`src/rtl/tap_bank_ctrl.sv`:
```
// Double-buffered coefficient banks for the decimator, Hilbert and interpolator filters.
// Optional feature: define TAP_BANK_READBACK_EN to add rd_en/rd_data shadow readback.

module tap_bank_slot #(
  parameter int                      LEN = 8,
  parameter logic [LEN-1:0][15:0]    DEF = '0
) (
  input  logic                       clk,
  input  logic                       rst,
  input  logic                       we,
  input  logic                       swap,
  input  logic [4:0]                 addr,
  input  logic [15:0]                data,
  output logic [LEN-1:0][15:0]       tap
`ifdef TAP_BANK_READBACK_EN
  ,
  output logic [15:0]                rd
`endif
);
  logic [LEN-1:0][15:0] shadow;

  // Writes and swaps never coincide: writes happen in IDLE, swaps in ARMED.
  always_ff @(posedge clk) begin
    if (rst) begin
      shadow <= DEF;
      tap    <= DEF;
    end else begin
      for (int i = 0; i < LEN; i++)
        if (we && addr == 5'(i)) shadow[i] <= data;
      if (swap) tap <= shadow;
    end
  end

`ifdef TAP_BANK_READBACK_EN
  always_comb begin
    rd = '0;
    for (int i = 0; i < LEN; i++)
      if (addr == 5'(i)) rd = shadow[i];
  end
`endif
endmodule

module tap_bank_ctrl #(
  parameter int                            tap_len_deci = 21,
  parameter int                            m_len        = 8,
  parameter int                            tap_len_intp = 21,
  parameter logic [tap_len_deci-1:0][15:0] def_deci     = '0,
  parameter logic [m_len-1:0][15:0]        def_hilb     = '0,
  parameter logic [tap_len_intp-1:0][15:0] def_intp     = '0
) (
  input  logic                             clk,
  input  logic                             rst,
  input  logic                             wr_en,
  input  logic [1:0]                       wr_sel,
  input  logic [4:0]                       wr_addr,
  input  logic [15:0]                      wr_data,
  input  logic                             commit,
  input  logic                             sync,
  input  logic                             err_clr,
`ifdef TAP_BANK_READBACK_EN
  input  logic                             rd_en,
  output logic [15:0]                      rd_data,
`endif
  output logic                             busy,
  output logic                             swap_done,
  output logic                             err,
  output logic [tap_len_deci-1:0][15:0]    tap_deci,
  output logic [m_len-1:0][15:0]           tap_hilb,
  output logic [tap_len_intp-1:0][15:0]    tap_intp
);
  localparam logic [0:0] ST_IDLE  = 1'b0;
  localparam logic [0:0] ST_ARMED = 1'b1;

  logic [0:0] state;
  logic       idle, sel_ok, wr_go, wr_bad, rd_bad, swap;

  always_comb begin
    sel_ok = 1'b0;
    case (wr_sel)
      2'd0:    sel_ok = int'(wr_addr) < tap_len_deci;
      2'd1:    sel_ok = int'(wr_addr) < m_len;
      2'd2:    sel_ok = int'(wr_addr) < tap_len_intp;
      default: sel_ok = 1'b0;
    endcase
  end

  assign idle   = (state == ST_IDLE);
  assign busy   = (state == ST_ARMED);
  assign swap   = busy & sync;
  assign wr_go  = wr_en & idle & sel_ok;
  // Any write while armed is a protocol error, even to a valid entry.
  assign wr_bad = wr_en & (~idle | ~sel_ok);

  always_ff @(posedge clk) begin
    if (rst) begin
      state     <= ST_IDLE;
      swap_done <= 1'b0;
    end else begin
      swap_done <= swap;
      case (state)
        ST_IDLE:  if (commit) state <= ST_ARMED;
        ST_ARMED: if (sync)   state <= ST_IDLE;
        default:  state <= ST_IDLE;
      endcase
    end
  end

  // A fresh error takes priority over err_clr in the same cycle.
  always_ff @(posedge clk) begin
    if (rst)                  err <= 1'b0;
    else if (wr_bad | rd_bad) err <= 1'b1;
    else if (err_clr)         err <= 1'b0;
  end

`ifdef TAP_BANK_READBACK_EN
  logic [15:0] rd_deci, rd_hilb, rd_intp, rd_mux;
`endif

  tap_bank_slot #(.LEN(tap_len_deci), .DEF(def_deci)) u_deci (
    .clk(clk), .rst(rst), .we(wr_go && wr_sel == 2'd0), .swap(swap),
    .addr(wr_addr), .data(wr_data), .tap(tap_deci)
`ifdef TAP_BANK_READBACK_EN
    , .rd(rd_deci)
`endif
  );

  tap_bank_slot #(.LEN(m_len), .DEF(def_hilb)) u_hilb (
    .clk(clk), .rst(rst), .we(wr_go && wr_sel == 2'd1), .swap(swap),
    .addr(wr_addr), .data(wr_data), .tap(tap_hilb)
`ifdef TAP_BANK_READBACK_EN
    , .rd(rd_hilb)
`endif
  );

  tap_bank_slot #(.LEN(tap_len_intp), .DEF(def_intp)) u_intp (
    .clk(clk), .rst(rst), .we(wr_go && wr_sel == 2'd2), .swap(swap),
    .addr(wr_addr), .data(wr_data), .tap(tap_intp)
`ifdef TAP_BANK_READBACK_EN
    , .rd(rd_intp)
`endif
  );

`ifdef TAP_BANK_READBACK_EN
  assign rd_bad = rd_en & ~sel_ok;

  always_comb begin
    rd_mux = '0;
    case (wr_sel)
      2'd0:    rd_mux = rd_deci;
      2'd1:    rd_mux = rd_hilb;
      2'd2:    rd_mux = rd_intp;
      default: rd_mux = '0;
    endcase
  end

  always_ff @(posedge clk) begin
    if (rst)        rd_data <= '0;
    else if (rd_en) rd_data <= sel_ok ? rd_mux : 16'h0000;
  end
`else
  assign rd_bad = 1'b0;
`endif
endmodule

```
`config.mk`:
```
export PLATFORM = sky130hd
export DESIGN_NAME = tap_bank_ctrl
export DESIGN_NICKNAME = d
export VERILOG_FILES = /design/src/rtl/tap_bank_ctrl.sv
export SDC_FILE = /design/constraint.sdc
export NUM_CORES = 2
export LEC_CHECK = 0
export BUFFER_PORTS_ARGS = -buffer_cell sky130_fd_sc_hd__buf_2
export CAP_MARGIN = 20
export CORE_UTILIZATION = 45
export DETAILED_ROUTE_END_ITERATION = 10
export HOLD_SLACK_MARGIN = 0.15
export PLACE_DENSITY = 0.66
export SETUP_SLACK_MARGIN = 0.2
export SLEW_MARGIN = 20
export SYNTH_ARGS = -nofsm -noshare
export SYNTH_HDL_FRONTEND = slang
export SYNTH_SLANG_ARGS = --single-unit
```
`constraint.sdc`:
```
create_clock -name clk -period 2.5 [get_ports clk]
set_input_delay 0.375 -clock clk [delete_from_list [all_inputs] [get_ports clk]]
set_output_delay 0.375 -clock clk [all_outputs]
set_load 0.05 [all_outputs]
```
==> summary.txt <==
Cells and area
  • Area Growth Syn to Fin: 21.7%
  • Most common cell after layout, fill and taps aside: dfxtp_1
  • Fraction of layout cells with a size suffix above 1: 23.2%
  • Commonest cells after routing, fill and taps aside: dfxtp_1, buf_2, a22o_1
  • Layout net count: 5346
  • Non-filler instance count after layout: 6971

GRT
  • Antenna violations before repair: 4
  • Grt met2 use: 42.0%
  • GR Overflow Total: 0
  • Vias in the first global route: 36300
  • Tot GR Track Use: 27.0%
  • First-pass GRT wire length: 245000 µm
  • Pin count of the biggest net entering global routing: 91
  • Grt met3 use: 6.65%
  • Met1 Usage GRT: 36.0%
  • Global route hottest layer: met2

Clock network
  • H-tree depth: 4
  • CTS Buffer Depth: 3
  • Clock Latency Late Sink: 780 ps
  • Root Driver: clkbuf_16
  • Total CTS buffers: 160
  • CTS tree: yes
  • Clock Sinks: 1603
  • Postcts setup bufs: 0
  • Worst-path clk slew: 60 ps

STA
  • Total negative slack: 0 ps
  • Final worst-path cycle share: 88.1%
  • Worst Skew: 49.4 ps
  • Relative slew slack: 21.6%
  • Max-slew violations: 0
  • Unrepaired setup endpoints after global routing: false
  • Final setup violation count: 0
  • Hold WS: 183 ps
  • Worst setup margin: 297 ps
  • Final Hold Viols: 0
  • Period minus WS final: 2200 ps
  • Worst-margin pin slew: 1170 ps
  • Maximum clock rate: 454 MHz

Routing
  • Drt initial violations: 2834
  • Via/cell ratio: 5.46
  • Routed vias: 38100
  • WL/cell: 24.0 µm
  • Drt first pass iters: 5
  • Routed Antenna Nets: 0
  • Post-Route WL: 167000 µm
  • Drc violations: 0

Logic synthesis
  • Mapped Area: 0.0531 mm²
  • Warnings from Yosys: 0
  • Post-synth EDFFs: 0
  • Post-Syn Area per Cell: 11.6 µm²
  • Synth Flop Type: dfxtp_1
  • Asr flop ratio synth: 0%
  • Sequential-to-total area share from yosys stat: 60.4%
  • Netlist cell types: 35
  • Syn Nets: 4609
  • Flops & latches, synth: 1603
  • Mapped Cells: 4580

Placed design
  • IO Port Bufs: 831
  • DP Cell Count: 6662
  • Post-DP HPWL: 108000 µm
  • Routability congestion estimate: 0.799
  • Worst slack, placed: 59.6 ps

Power and ir drop
  • Gate power share: 3.3%
  • Sw frac: 22.5%
  • Final Power: 0.0510 W
  • Clock power share: 46.5%
  • Sequential Power Share: 50.2%
  • Int Pwr: 0.0395 W
  • Pwr dens: 789 mW/mm²
  • Worst VDD drop: 0.000623 V
  • Leak Pwr: 29.7 nW
  • NetSw: 0.0115 W

Worst setup path
  • Worst Path Max Fanout: 9
  • Critical path data required time: 2120 ps
  • Most frequent CP cell: buf_4
  • Worst Setup End Kind: output port
  • Crit Path Category: flip-flop to output port
  • Buffers & Inverters on Critical Path: 2
  • Largest stage delay on the critical path: 480 ps
  • Worst-path cell chain: buf_4 > buf_4
  • Worst path top cell family by delay: buffers and inverters
  • Critical path depth: 2
  • Slowest stage cell, crit path: dfxtp_2
  • Worst setup SP type: flip-flop
  • Register-to-Register Path Depth: 6
  • Critical Path AT: 1830 ps

Run status
  • Status: completed

Job
  • Max-cap viol count: 0

Hold path
  • Hold crit path type: input port to flip-flop
  • Hold Crit Depth: 4

Floorplan
  • Die area: 0.119 mm²
  • Core area: 0.117 mm²
  • Die width: 346 µm
  • Starting Density: 45.5%
  • Die height: 346 µm
  • Site row count: 125
  • Ports: 832
## cell usage after synthesis (16+ instances only)
| master | n | area [µm²] |
|---|---|---|
| nand2b_1 | 179 | 1120 |
| clkbuf_4 | 20 | 150 |
| buf_1 | 16 | 60.1 |
| a21oi_1 | 34 | 170 |
| clkbuf_1 | 330 | 1240 |
| a22o_1 | 800 | 7010 |
| buf_2 | 50 | 250 |
| nand4_1 | 16 | 100 |
| dfxtp_1 | 1603 | 32100 |
| nand2_1 | 76 | 285 |
| mux2i_1 | 768 | 7690 |
| nor2_1 | 614 | 2300 |
## worst min-delay path, stage by stage
cell	delay, ps
buf_2	180
buf_12	210
nand2_1	90
a21oi_1	60
## power groups by stage
stage	Clock [W]	Sequential [W]	Combinational, W
after floorplan	0	0.0262	0.000869
after global placement	0	0.0261	0.00165
after detailed placement	0	0.0261	0.00165
after CTS	0.0241	0.0256	0.00168
after global routing	0.0252	0.0256	0.00175
final	0.0237	0.0256	0.00168
## sequential cells by signal, summed over array words and instances, names as in the netlist
signal,flops
swap_done,1
busy,1
u_hilb.shadow,128
u_hilb.tap,128
err,1
u_deci.shadow,336
u_deci.tap,336
u_intp.shadow,336
u_intp.tap,336
## final timing paths
kind                                   start                        endpoint  slack [ps]
max reg2reg                  busy$_SDFF_PP0_  u_hilb.shadow[15]$_SDFFE_PP0P_         440
min                               wr_data[2]  u_deci.shadow[98]$_SDFFE_PP0P_         180
max                          busy$_SDFF_PP0_                            busy         300
min reg2reg  u_deci.shadow[242]$_SDFFE_PP0P_    u_deci.tap[242]$_SDFFE_PP0P_         430
## layer usage
metal  up-vias  share of wire (%)
li1      17600                  -
met1     18900                 44
met2      1242                 45
met3       270                6.9
met4         2                3.6
met5         -             0.0054
## final cells by class
cell class,instances,area (µm²)
fill,9955,52000
sequential,1603,32100
multi-input combinational,2548,19300
timing repair buffer,1004,6100
clock buffer,245,4750
tap,1524,1910
clock inverter,46,518
antenna,1,2.50
## metrics by stage
step / cell area (µm²) / utilization [%]
after floorplan: 53100 / -
after global placement: 59200 / 50.7
after detailed placement: 59200 / 50.7
after CTS: 64600 / 55.4
after global routing: 64600 / 55.4
final: 64600 / 55.4
## logic make-up after synthesis
group / after synthesis / synth area share, %
AOI/OAI and AO/OA: 838 / 13.6
buffers and inverters: 429 / 3.44
DFF: 1603 / 60.4
muxes: 768 / 14.5
and+or+nand+nor: 942 / 8.15
## timing repair
item / in CTS / in global routing
resized for setup: 2 / 1
hold buffers: 17 / 0
gates cloned: 0 / 0
endpoints found under the setup margin: 2 / 4
hold endpoints to repair: 63 / 0
Note: power is estimated with default switching activity, not from simulation.
